<file path="config.mk">
export PLATFORM = sky130hd
export DESIGN_NAME = addr_gen_seq_flat
export DESIGN_NICKNAME = d
export VERILOG_FILES = /design/src/rtl/addr_gen_pkg.sv /design/src/rtl/addr_gen_seq_if.sv /design/src/rtl/addr_gen_timer.sv /design/src/rtl/addr_gen_seq.sv /design/src/flat_wrapper.sv
export SDC_FILE = /design/constraint.sdc
export NUM_CORES = 1
export LEC_CHECK = 0
export ABC_AREA = 1
export BUFFER_PORTS_ARGS = -buffer_cell sky130_fd_sc_hd__buf_2
export CORE_MARGIN = 4
export CORE_UTILIZATION = 44
export CTS_BUF_LIST = sky130_fd_sc_hd__clkbuf_8
export CTS_CLUSTER_DIAMETER = 60
export DETAILED_ROUTE_END_ITERATION = 8
export MAX_ROUTING_LAYER = met4
export PLACE_DENSITY = 0.66
export SYNTH_ARGS = -nofsm -noshare
export SYNTH_HDL_FRONTEND = slang
export SYNTH_SLANG_ARGS = --single-unit
</file>
<file path="constraint.sdc">
create_clock -name clk -period 2.2 [get_ports clk]
set_clock_uncertainty 0.15 [all_clocks]
set_input_delay 0.11 -clock clk [delete_from_list [all_inputs] [get_ports clk]]
set_output_delay 0.11 -clock clk [all_outputs]
set_load 0.02 [all_outputs]
</file>
<file path="src/rtl/addr_gen_pkg.sv">
// addr_gen_pkg: state encoding and counter sizing shared by the addr_gen family
package addr_gen_pkg;
  typedef enum logic [1:0] {IDLE = 2'd0, DWELL = 2'd1, PAUSE = 2'd2, DONE = 2'd3} state_t;
  function automatic int ctr_w(input int max_val);
    return (max_val < 2) ? 1 : $clog2(max_val + 1);
  endfunction
endpackage

</file>
<file path="src/rtl/addr_gen_seq_if.sv">
// addr_gen_seq_if: sequencer control/config in, RAM-facing address stream out
interface addr_gen_seq_if #(
  parameter int ADDR_WIDTH = 12,
  parameter int STRIDE_W = 8,
  parameter int CNT_W = 8,
  parameter int REP_W = 4
);
  logic en, i_start, i_abort, i_loop;
  logic [ADDR_WIDTH-1:0] i_base, i_len, o_addr;
  logic [STRIDE_W-1:0] i_stride;
  logic [CNT_W-1:0] i_dwell, i_pause;
  logic [REP_W-1:0] i_repeat;
  logic o_valid, o_last, o_busy, o_done;
  modport master (
    output en, i_start, i_abort, i_base, i_len, i_stride, i_dwell, i_pause, i_repeat, i_loop,
    input o_addr, o_valid, o_last, o_busy, o_done
  );
  modport slave (
    input en, i_start, i_abort, i_base, i_len, i_stride, i_dwell, i_pause, i_repeat, i_loop,
    output o_addr, o_valid, o_last, o_busy, o_done
  );
endinterface

</file>
<file path="src/rtl/addr_gen_timer.sv">
// addr_gen_timer: loadable down-counter shared by the dwell and pause phases
module addr_gen_timer #(
  parameter int W = 8
) (
  input  logic         clk,
  input  logic         rst,
  input  logic         load,
  input  logic [W-1:0] load_val,
  input  logic         dec,
  output logic         zero
);
  logic [W-1:0] cnt;
  always_ff @(posedge clk) begin
    if (rst) cnt <= '0;
    else if (load) cnt <= load_val;
    else if (dec && !zero) cnt <= cnt - W'(1);
  end
  assign zero = cnt == '0;
endmodule

</file>
<file path="src/rtl/addr_gen_seq.sv">
// addr_gen_seq: strided address sequencer with dwell/pause timing and multi-pass repeat
module addr_gen_seq
  import addr_gen_pkg::*;
#(
  parameter int ADDR_WIDTH = 12,
  parameter int STRIDE_W = 8,
  parameter int CNT_W = 8,
  parameter int REP_W = 4
) (
  input logic clk,
  input logic rst,
  addr_gen_seq_if.slave bus
);
  localparam int TW = ctr_w((1 << CNT_W) - 1);
  state_t state;
  logic [ADDR_WIDTH-1:0] addr, base_q, len_q, idx;
  logic [STRIDE_W-1:0] stride_q;
  logic [CNT_W-1:0] dwell_q, pause_q;
  logic [REP_W-1:0] rep_q, pass;
  logic loop_q, busy, last_idx, more_pass, start_ok, to_pause, step;
  logic tmr_load, tmr_dec, tmr_zero;
  logic [TW-1:0] tmr_val;
  // timer is loaded with period-1 so the zero flag marks the final cycle of a phase
  always_comb begin
    busy = state == DWELL || state == PAUSE;
    last_idx = idx == len_q - ADDR_WIDTH'(1);
    more_pass = loop_q || pass < rep_q;
    start_ok = bus.i_start && (state == IDLE || (state == DONE && bus.en));
    to_pause = bus.en && tmr_zero && state == DWELL && pause_q != '0;
    step = bus.en && tmr_zero && ((state == DWELL && pause_q == '0) || state == PAUSE);
    tmr_load = bus.i_abort || start_ok || to_pause || (step && (!last_idx || more_pass));
    tmr_val = bus.i_abort ? '0
            : start_ok ? TW'(bus.i_dwell - CNT_W'(bus.i_dwell != '0))
            : to_pause ? TW'(pause_q - CNT_W'(1))
            : TW'(dwell_q - CNT_W'(dwell_q != '0));
    tmr_dec = bus.en && busy;
  end
  addr_gen_timer #(.W(TW)) u_timer (
    .clk(clk), .rst(rst), .load(tmr_load), .load_val(tmr_val), .dec(tmr_dec), .zero(tmr_zero)
  );
  always_ff @(posedge clk) begin
    if (rst || bus.i_abort) begin
      state <= IDLE;
      addr <= '0;
      idx <= '0;
      pass <= '0;
      base_q <= '0;
      len_q <= '0;
      stride_q <= '0;
      dwell_q <= '0;
      pause_q <= '0;
      rep_q <= '0;
      loop_q <= 1'b0;
    end else if (start_ok) begin
      state <= bus.i_len == '0 ? DONE : DWELL;
      addr <= bus.i_base;
      idx <= '0;
      pass <= '0;
      base_q <= bus.i_base;
      len_q <= bus.i_len;
      stride_q <= bus.i_stride;
      dwell_q <= bus.i_dwell;
      pause_q <= bus.i_pause;
      rep_q <= bus.i_repeat;
      loop_q <= bus.i_loop;
    end else if (step) begin
      if (!last_idx) begin
        idx <= idx + ADDR_WIDTH'(1);
        addr <= addr + ADDR_WIDTH'(stride_q);
        state <= DWELL;
      end else if (more_pass) begin
        pass <= (&pass) ? pass : pass + REP_W'(1);
        idx <= '0;
        addr <= base_q;
        state <= DWELL;
      end else begin
        state <= DONE;
      end
    end else if (to_pause) begin
      state <= PAUSE;
    end else if (bus.en && state == DONE) begin
      state <= IDLE;
    end
  end
  assign bus.o_addr = addr;
  assign bus.o_valid = state == DWELL && bus.en;
  assign bus.o_last = bus.o_valid && last_idx;
  assign bus.o_busy = busy;
  assign bus.o_done = state == DONE && bus.en;
endmodule

</file>
<file path="src/flat_wrapper.sv">
// flat-port wrapper written by rule: the top's interface ports become plain ports
module addr_gen_seq_flat import addr_gen_pkg::*;
#(
  parameter int ADDR_WIDTH = 12,
  parameter int STRIDE_W = 8,
  parameter int CNT_W = 8,
  parameter int REP_W = 4
)
  (clk, rst, bus_en, bus_i_start, bus_i_abort, bus_i_base, bus_i_len, bus_i_stride, bus_i_dwell, bus_i_pause, bus_i_repeat, bus_i_loop, bus_o_addr, bus_o_valid, bus_o_last, bus_o_busy, bus_o_done);
  addr_gen_seq_if #(.ADDR_WIDTH(ADDR_WIDTH), .STRIDE_W(STRIDE_W), .CNT_W(CNT_W), .REP_W(REP_W)) bus_i ();
  input logic clk;
  input logic rst;
  input wire logic [$bits(bus_i.en)-1:0] bus_en;
  input wire logic [$bits(bus_i.i_start)-1:0] bus_i_start;
  input wire logic [$bits(bus_i.i_abort)-1:0] bus_i_abort;
  input wire logic [$bits(bus_i.i_base)-1:0] bus_i_base;
  input wire logic [$bits(bus_i.i_len)-1:0] bus_i_len;
  input wire logic [$bits(bus_i.i_stride)-1:0] bus_i_stride;
  input wire logic [$bits(bus_i.i_dwell)-1:0] bus_i_dwell;
  input wire logic [$bits(bus_i.i_pause)-1:0] bus_i_pause;
  input wire logic [$bits(bus_i.i_repeat)-1:0] bus_i_repeat;
  input wire logic [$bits(bus_i.i_loop)-1:0] bus_i_loop;
  output wire logic [$bits(bus_i.o_addr)-1:0] bus_o_addr;
  output wire logic [$bits(bus_i.o_valid)-1:0] bus_o_valid;
  output wire logic [$bits(bus_i.o_last)-1:0] bus_o_last;
  output wire logic [$bits(bus_i.o_busy)-1:0] bus_o_busy;
  output wire logic [$bits(bus_i.o_done)-1:0] bus_o_done;
  assign bus_i.en = bus_en;
  assign bus_i.i_start = bus_i_start;
  assign bus_i.i_abort = bus_i_abort;
  assign bus_i.i_base = bus_i_base;
  assign bus_i.i_len = bus_i_len;
  assign bus_i.i_stride = bus_i_stride;
  assign bus_i.i_dwell = bus_i_dwell;
  assign bus_i.i_pause = bus_i_pause;
  assign bus_i.i_repeat = bus_i_repeat;
  assign bus_i.i_loop = bus_i_loop;
  assign bus_o_addr = bus_i.o_addr;
  assign bus_o_valid = bus_i.o_valid;
  assign bus_o_last = bus_i.o_last;
  assign bus_o_busy = bus_i.o_busy;
  assign bus_o_done = bus_i.o_done;
  addr_gen_seq #(.ADDR_WIDTH(ADDR_WIDTH), .STRIDE_W(STRIDE_W), .CNT_W(CNT_W), .REP_W(REP_W)) u_core (.clk(clk), .rst(rst), .bus(bus_i));
endmodule
</file>
==> results.md, run 1 <==
Status:
- The run finished, with violations left.
- The checks that failed: setup timing.

Setup path:
- The critical path's most frequent cell is sky130_fd_sc_hd__buf_4.
- STA classifies the critical path startpoint as a register.
- The required time of the worst setup path is around 1.9 ns.
- The worst setup path is captured at an output pin.
- The category of the most critical setup path is register to output pin.
- The number of buffers and inverters on the critical path is 4.
- In this design, the largest share of critical-path delay is due to simple AND/OR/NAND/NOR gates.
- In this run the worst path has a maximum fanout of 4.
- The largest individual stage delay along the critical path comes from the cell sky130_fd_sc_hd__dfxtp_2.
- The critical path goes through inv_2, ha_4, nand2_4, nor2_4, nand2_2, xnor2_2, buf_4, nand2_1, nor2_1, nand3b_1, buf_4, nor3_4, buf_6.
- STA puts the critical path data arrival time at about 2.2 ns.
- The largest single stage delay on the critical path is 0.34 ns.

Placed design:
- The post-detailed-placement half-perimeter wirelength is 12100 µm.
- The count of buffers added on input and output ports is 73.
- At the placement stage, the worst setup path has a slack of -0.165 ns.
- Routability-driven placement finished with a final weighted congestion of 0.888.

Floorplanning:
- The number of I/O pins is 74.
- The placeable core region is about 13000 µm².
- The initial standard-cell utilization of the core is 0.455.
- In this run the vertical extent of the chip is between 100 and 150 µm.
- The die covers 15100 µm².
- In this run the core area contains 41 standard-cell rows.
- Measured along the x axis, the die boundary spans 123 µm.

Logic synthesis:
- Synthesis produced a netlist whose cell count is 885.
- The count of state elements after synthesis is 91.
- The number of synthesized flops with an enable pin is 0.
- The share of the yosys chip area belonging to registers is 0.313.
- For this run, the leading register cell type out of synthesis is sky130_fd_sc_hd__dfxtp_1.
- The net count after synthesis is 968.
- For this run, the number of Yosys warnings is 0.
- The number of distinct library cells after synthesis is 43.
- Summing every instance area after synthesis gives 5820 µm².
- For this run, asynchronously set or reset flops after synthesis account for 0.
- A synthesized cell averages approximately 6.6 µm².

Global routing:
- The total overflow left after global routing is 0.
- The first-pass GRT wire length is between 20000 and 30000 µm.
- In the global route stage, overall resource usage came out at 0.244.
- The via count of the first global-routing pass is 6091.
- The number of antenna violations at the first check in global routing is 1.
- Entering global routing, the biggest net connects 56 pins.

Final layout:
- The area growth from synthesis to layout is 41.4%.
- The storage element area is 1830 µm².
- In the layout the commonest cells are sky130_fd_sc_hd__nand2_1, sky130_fd_sc_hd__nor2_1, sky130_fd_sc_hd__inv_1, sky130_fd_sc_hd__dfxtp_1, sky130_fd_sc_hd__buf_4.
- Summing all multi-input logic gate instances after layout gives 3850 µm².
- The library cell used most frequently in the layout, excluding fill and tap cells, is sky130_fd_sc_hd__nand2_1.
- Of the cells placed in the final design, the portion with a size suffix greater than 1 is 0.254.
- In the final design database the tool counted 1178 nets.
- Counting the fill cells in the layout gives 1118.

Timing:
- The smallest clock period supported by the final layout is computed as 2.47 ns.
- The worst pin sits at a relative slew slack of 0.618.
- Setup violations remaining at the end of the flow were counted as 38.
- The number of max-slew violations in the final report is 0.
- Dividing the final minimum period by the clock period gives 1.12.
- Setup repair after global routing could not meet its margin everywhere.
- The final total negative setup slack is -5.02 ns.
- After layout, the worst setup slack is -0.269 ns.
- The peak clock frequency supported by timing is 0.405 GHz.
- For the pin with the worst max-slew slack, the measured transition is 0.573 ns.
- The final count of hold timing violations is 0.

Clock tree:
- In this run the number of H-tree levels came out at 3.
- After clock tree synthesis, the clock-pin slew on the worst setup and hold paths is around 0.090 ns.
- TritonCTS built the clock tree.
- The number of clock sinks is 91.
- The clock root buffer is sky130_fd_sc_hd__clkbuf_8.
- TritonCTS created 9 clock buffers.
- At the later pin of the worst-skew pair, clock insertion delay measures 0.38 ns.
- The maximum clock insertion buffer count is 2.

Detailed routing:
- For this block, the routed nets add up to 17500 µm of wire.
- After the first detailed-routing iteration, the DRC count stood at 455.
- The per-cell routed wire length is 13.8 µm.
- The total via count in the routed design is 6387.
- The count of unresolved DRC violations after routing is 0.
- The final antenna-violating net count is 0.
- The routed via count divided by cell count is 5.02.
- The pre-antenna-repair detailed-routing pass consisted of 6 iterations.

Pwr:
- The design draws about 4200 µW.
- The analysis attributes to cell leakage a power of 0.00380 µW.
- The worst vdd rail ir drop is 335 µV.
- The power per standard cell area is about 510 nW/µm².

Hold path:
- The kind of path behind the tightest hold check is primary input to register.

Run:
- The number of violations of the max-capacitance limit is 0.
-- metal layers --
layer,part of all wire,global-route usage,vias to the layer above
met2,0.47,0.387,173
met1,0.47,0.320,2872
met4,0.024,0.0962,0
met5,0,-,-
li1,-,-,3309
met3,0.042,0.0284,33
-- synth_stat cells (3+ instances only) --
cell type / count / share of area
sky130_fd_sc_hd__buf_2: 3 / 0.0026
sky130_fd_sc_hd__a21oi_1: 64 / 0.055
sky130_fd_sc_hd__nor2_2: 8 / 0.0086
sky130_fd_sc_hd__nor4_1: 5 / 0.0054
sky130_fd_sc_hd__nand3_1: 54 / 0.046
sky130_fd_sc_hd__o211ai_1: 8 / 0.010
sky130_fd_sc_hd__nor2_1: 116 / 0.075
sky130_fd_sc_hd__nand4_1: 11 / 0.012
sky130_fd_sc_hd__o22ai_1: 4 / 0.0043
sky130_fd_sc_hd__clkbuf_1: 14 / 0.0090
sky130_fd_sc_hd__buf_1: 6 / 0.0039
sky130_fd_sc_hd__dfxtp_1: 91 / 0.31
sky130_fd_sc_hd__nand2_2: 5 / 0.0054
sky130_fd_sc_hd__nand3b_1: 8 / 0.010
sky130_fd_sc_hd__ha_1: 24 / 0.052
sky130_fd_sc_hd__nor3_1: 21 / 0.018
sky130_fd_sc_hd__nand2_1: 194 / 0.13
sky130_fd_sc_hd__nor2_4: 3 / 0.0058
sky130_fd_sc_hd__o21ai_1: 5 / 0.0043
sky130_fd_sc_hd__o21bai_1: 5 / 0.0065
sky130_fd_sc_hd__inv_2: 8 / 0.0052
sky130_fd_sc_hd__o21ai_0: 64 / 0.055
sky130_fd_sc_hd__inv_1: 98 / 0.063
sky130_fd_sc_hd__xnor2_1: 15 / 0.023
sky130_fd_sc_hd__xor2_1: 27 / 0.041
-- flip-flops by register name (all words and copies together), names as in the netlist --
name and cells:
u_core.base_q 12, u_core.bus.o_addr 12, u_core.idx 12, u_core.len_q 12
u_core.dwell_q 8, u_core.pause_q 8, u_core.stride_q 8, u_core.u_timer.cnt 8
u_core.pass 4, u_core.rep_q 4, u_core.state 2, u_core.loop_q 1
-- cells by family (layout without fill, tap and decap cells) --
family / count (synthesis) / count (layout) / synth area share
compound gates: 159 / 159 / 0.149
other cells: 0 / 1 / 0
xor+xnor: 42 / 42 / 0.0632
fa+ha+maj: 25 / 25 / 0.0551
buf+inv: 133 / 343 / 0.0890
flops: 91 / 91 / 0.313
simple gates: 435 / 439 / 0.331
-- worst reg2reg max path, stage by stage, from the launching register on --
cell and delay (ns):
sky130_fd_sc_hd__dfxtp_2 0.35, sky130_fd_sc_hd__inv_2 0.06, sky130_fd_sc_hd__ha_4 0.27, sky130_fd_sc_hd__inv_2 0.03, sky130_fd_sc_hd__nand2_1 0.05, sky130_fd_sc_hd__nand2_1 0.06, sky130_fd_sc_hd__nor2_1 0.08, sky130_fd_sc_hd__nand2_1 0.05
sky130_fd_sc_hd__nor2_1 0.08, sky130_fd_sc_hd__nand2_1 0.09, sky130_fd_sc_hd__buf_6 0.13, sky130_fd_sc_hd__nor2_4 0.08, sky130_fd_sc_hd__nand3_4 0.16, sky130_fd_sc_hd__o21ai_4 0.25, sky130_fd_sc_hd__buf_12 0.16, sky130_fd_sc_hd__nand2_8 0.08
sky130_fd_sc_hd__o21ai_2 0.13, sky130_fd_sc_hd__nor2_1 0.06
-- cell type report --
cell class,instances,share of cell area
clock inverter,5,0.00487
clock buffer,10,0.0167
sequential,91,0.222
tap,172,0.0262
multi-input combinational,665,0.468
inverter,107,0.0503
timing repair buffer,221,0.212
antenna,1,0.000304
-- where the power goes --
part           switching [µW]  total, µW  internal (µW)
clock network             645       1080            439
logic                     741       1340            600
registers                57.7       1780           1720
total                    1440       4200           2760
-- repair_timing --
item                                    4_1_cts  5_1_grt
endpoints found under the setup margin       38       39
pin swaps                                    25       25
resized for setup                            61       43
endpoints found under the hold margin        73        0
hold buffers                                 54        0
buffers inserted                              9        6
cloned                                        4        1
-- metrics by stage --
step | instance area (µm²) | cells | hold slack (ns) | utilization
after global placement | 6950 | 1184 | 0.214 | 0.544
final | 8230 | 1272 | 0.0713 | 0.644
after global routing | 8230 | 1272 | 0.125 | 0.644
after floorplan | 5820 | 885 | 0.105 | -
after CTS | 8040 | 1266 | 0.0551 | 0.630
after detailed placement | 6950 | 1184 | 0.216 | 0.544
-- worst paths after layout --
check	startpoint	to	depth (start not counted)	slack, ns
max	u_core.len_q[1]	bus_o_last	13	-0.27
min reg2reg	u_core.u_timer.cnt[0]	u_core.u_timer.cnt[0]	2	0.32
max reg2reg	u_core.len_q[1]	u_core.bus.o_addr[10]	17	-0.21
min	bus_i_abort	u_core.u_timer.cnt[6]	6	0.07
No activity file was read; power rests on OpenSTA's default activity.
==> run 2, diff against run 1 <==
--- a/config.mk
+++ b/config.mk
@@ -7,6 +7,7 @@
 export LEC_CHECK = 0
 export ABC_AREA = 1
 export BUFFER_PORTS_ARGS = -buffer_cell sky130_fd_sc_hd__buf_2
+export CAP_MARGIN = 25
 export CORE_MARGIN = 4
 export CORE_UTILIZATION = 44
 export CTS_BUF_LIST = sky130_fd_sc_hd__clkbuf_8
@@ -17,3 +18,4 @@
 export SYNTH_ARGS = -nofsm -noshare
 export SYNTH_HDL_FRONTEND = slang
 export SYNTH_SLANG_ARGS = --single-unit
+export TNS_END_PERCENT = 10
==> run 2 against run 1 <==
The flow still finishes with violations (setup timing). Worst hold slack got worse by 0.017 ns. Total power shrank 1.2%. Final area decreased by 3.6%. Sequential cell count unchanged. Non-clock buffer count is 6 lower. Sequential power about the same. Fmax hardly changed. Combinational power fell by 4%. Utilization is 2.3 points lower. Clock power hardly changed. Clock-buffer cell count did not move. Critical endpoint unchanged. Largest cell class unchanged. Highest routed layer unchanged.
==> results.md, run 2 (synthesized netlist as in run 1, its figures left out) <==
Detailed routing:
- The routed via count divided by cell count came to 4.95 (-1.3%).
- The per-cell routed wire length was 13.3 µm (-3.5%).
- The total wire length came to 16800 µm (-4.2%).
- The number of optimization iterations in the first detailed-route pass is 6 (unchanged).
- The count of unresolved DRC violations after routing came to 0 (unchanged).
- The total via count in the routed design was 6258 (-2.0%).
- The final antenna-violating net count was 0 (unchanged).
- The number of violations reported at the end of detailed-routing iteration 0 is 359 (-21%).

Timing:
- The relative slew slack is 0.635 (+0.0172).
- The clock period minus worst slack is 2.47 ns (+0.00104 ns).
- The slack of the critical path is -0.270 ns (-0.00104 ns).
- The final total negative setup slack is -3.70 ns (+1.33 ns).
- The number of max-slew violations in the final report is 0 (unchanged).
- Setup repair after global routing could not meet its margin everywhere.
- The ratio of final minimum period to clock period is 1.12 (about the same).
- The setup violation total in the final timing report is 38 (unchanged).
- The peak clock frequency supported by timing is 0.405 GHz (about the same).
- The slew at the pin closest to its max-slew limit was 0.548 ns (-0.0258 ns).
- The worst hold slack across all endpoints was 0.0541 ns (-0.0172 ns).
- The final count of hold timing violations is 0 (unchanged).

Global routing:
- The via count of the first global-routing pass is 5950 (-2.3%).
- The global-route usage over all layers is 0.237 (-0.00697).
- The number of antenna violations at the first check in global routing is 1 (unchanged).
- The global-route congestion overflow total is 0 (unchanged).
- The first-pass GRT wire length is 27900 µm (-2.8%).
- The largest net degree at the start of global routing was 56 (unchanged).

Setup path:
- Counting stages on the worst path, the most repeated cell is sky130_fd_sc_hd__buf_4.
- The setup slack on the worst flop-to-flop path is -0.20 ns (about the same).
- The required time of the worst setup path is 1.94 ns (about the same).
- The worst setup path is captured at an output pin.
- The worst setup path is launched from a register.
- The worst setup path startpoint is u_core.len_q[1].
- The stage delay of the slowest cell on the critical path is 0.34 ns (about the same).
- The category of the most critical setup path is register to output pin.
- The dominant delay contributor by cell family on the critical path is simple AND/OR/NAND/NOR gates.
- The cell type of the slowest stage on the worst timing path is sky130_fd_sc_hd__dfxtp_2.
- The worst register-to-register path begins at u_core.len_q[1].
- The number of buffers and inverters on the critical path is 4 (unchanged).
- Walking the worst path, the cells encountered are inv_2, ha_4, nand2_4, nor2_4, nand2_2, xnor2_2, buf_4, nand2_1, nor2_1, nand3b_1, buf_4, nor3_4, buf_6.
- The arrival time at the worst endpoint came to 2.21 ns (about the same).
- The largest driver fanout on the critical path is 4 (unchanged).

Floorplanning:
- The vertical die dimension is 123 µm (unchanged).
- The number of I/O pins came to 74 (unchanged).
- The placeable core region is 12800 µm² (unchanged).
- The initial standard-cell utilization of the core is 0.455 (unchanged).
- The number of rows in the core area came to 41 (unchanged).
- The horizontal extent of the die is 123 µm (unchanged).
- The die area is 15100 µm² (unchanged).

Pwr:
- The power per standard cell area is 524 nW/µm² (+2.5%).
- The static leakage is 0.00371 µW (-2.3%).
- The worst vdd rail ir drop is 305 µV (-9.0%).

Final layout:
- The area growth from synthesis to layout is 36.4%.
- The share of post-route cells with drive strength above 1 was 0.223 (-0.0309).
- The library cells used most frequently in the layout, excluding fill and tap cells, are sky130_fd_sc_hd__nand2_1, sky130_fd_sc_hd__nor2_1, sky130_fd_sc_hd__inv_1, sky130_fd_sc_hd__dfxtp_1, sky130_fd_sc_hd__buf_4.
- The number of non-filler instances in the completed layout is 1263 (-0.71%).
- The final cell area excluding filler cells was 7940 µm² (-3.6%).
- The post-layout net count is 1169 (-0.76%).
- The commonest non-fill, non-tap cell in the layout is sky130_fd_sc_hd__nand2_1.

Clock tree:
- The number of H-tree branching levels is 3 (unchanged).
- The latest clock arrival within the worst-skew pair came to 0.39 ns (about the same).
- The clock-pin slew on the worst setup and hold paths was 0.09 ns (about the same).
- The clock root buffer is sky130_fd_sc_hd__clkbuf_8.
- The total clock buffers created by CTS is 9 (unchanged).
- The maximum clock insertion buffer count was 2 (unchanged).
- The number of clock sinks is 91 (unchanged).
- TritonCTS built the clock tree.

Placed design:
- The total placed cells including tap cells is 1184 (unchanged).
- The placer's final routability congestion estimate came to 0.888 (unchanged).
- The post-detailed-placement half-perimeter wirelength is 12100 µm (unchanged).
- The number of input and output port buffers inserted is 73 (unchanged).
- The placed instance area is 6950 µm² (unchanged).

Status:
- The run finished, with violations left.
- The checks that failed: setup timing.

Hold path:
- The min-delay analysis places its worst path in the category primary input to register.
- The startpoint of the most critical hold path is bus_i_abort.

Run:
- The number of violations of the max-capacitance limit is 0 (unchanged).
-- run 2: cell types whose count changed in the layout (fill, tap and decap cells not counted), sizes merged --
| cell | before | now |
|---|---|---|
| buf | 167 | 161 |
| clkinv | 4 | 3 |
| inv | 105 | 106 |
| nand2 | 202 | 201 |
| nand3 | 58 | 57 |
| nand4 | 13 | 12 |
-- run 2: stage by stage --
stage,total power (µW),utilization,worst slack (ns)
finish,4150,0.621,-0.270
CTS,4150,0.613,-0.264
global route,4400,0.621,-0.422
global placement,2940,0.544,-0.114
floorplan,2540,-,0.00863
detailed placement,2950,0.544,-0.165
-- run 2: layout make-up --
type                    instances  area [µm²]
fillers                      1179        4840
multi-input cells             662        3670
flip-flops and latches         91        1830
repair buffers                215        1650
inverters                     107         402
well taps                     172         215
clock buffers                  10         138
clock inverters                 5        40.0
diodes                          1        2.50
-- run 2: what timing repair did --
item                       in CTS  in global routing
hold buffers                   54                  0
pin swaps                      13                 11
setup endpoints to repair      38                 39
cloned                          1                  0
buffers inserted                4                  4
resized for setup              30                 20
hold endpoints to repair       73                  0
-- run 2: final timing paths --
| kind | cells past startpoint | end |
|---|---|---|
| hold / removal | 6 | u_core.u_timer.cnt[6] |
| hold reg to reg | 2 | u_core.u_timer.cnt[0] |
| setup / recovery | 13 | bus_o_last |
| setup reg to reg | 18 | u_core.bus.o_addr[0] |
-- run 2: power by group --
group | internal (µW) | switching, µW | leakage [µW]
Combinational | 578 | 711 | 0.00289
Clock | 439 | 647 | 0.0000806
Sequential | 1720 | 57.6 | 0.000743
Total | 2740 | 1410 | 0.00371
-- run 2: tightest hold or removal path, cell delays in order --
cell and delay [ns]:
sky130_fd_sc_hd__buf_2 0.18, sky130_fd_sc_hd__nor3_1 0.08, sky130_fd_sc_hd__nand2_1 0.06, sky130_fd_sc_hd__nand2_1 0.05, sky130_fd_sc_hd__inv_1 0.04, sky130_fd_sc_hd__nor2_1 0.03
-- run 2: metal layers --
| metal | routed length, µm | up-vias | GRT usage |
|---|---|---|---|
| met5 | 0 | - | - |
| met4 | 466 | 0 | 0.0983 |
| met3 | 699 | 36 | 0.0252 |
| met2 | 7610 | 154 | 0.371 |
| met1 | 8010 | 2789 | 0.314 |
| li1 | - | 3279 | - |
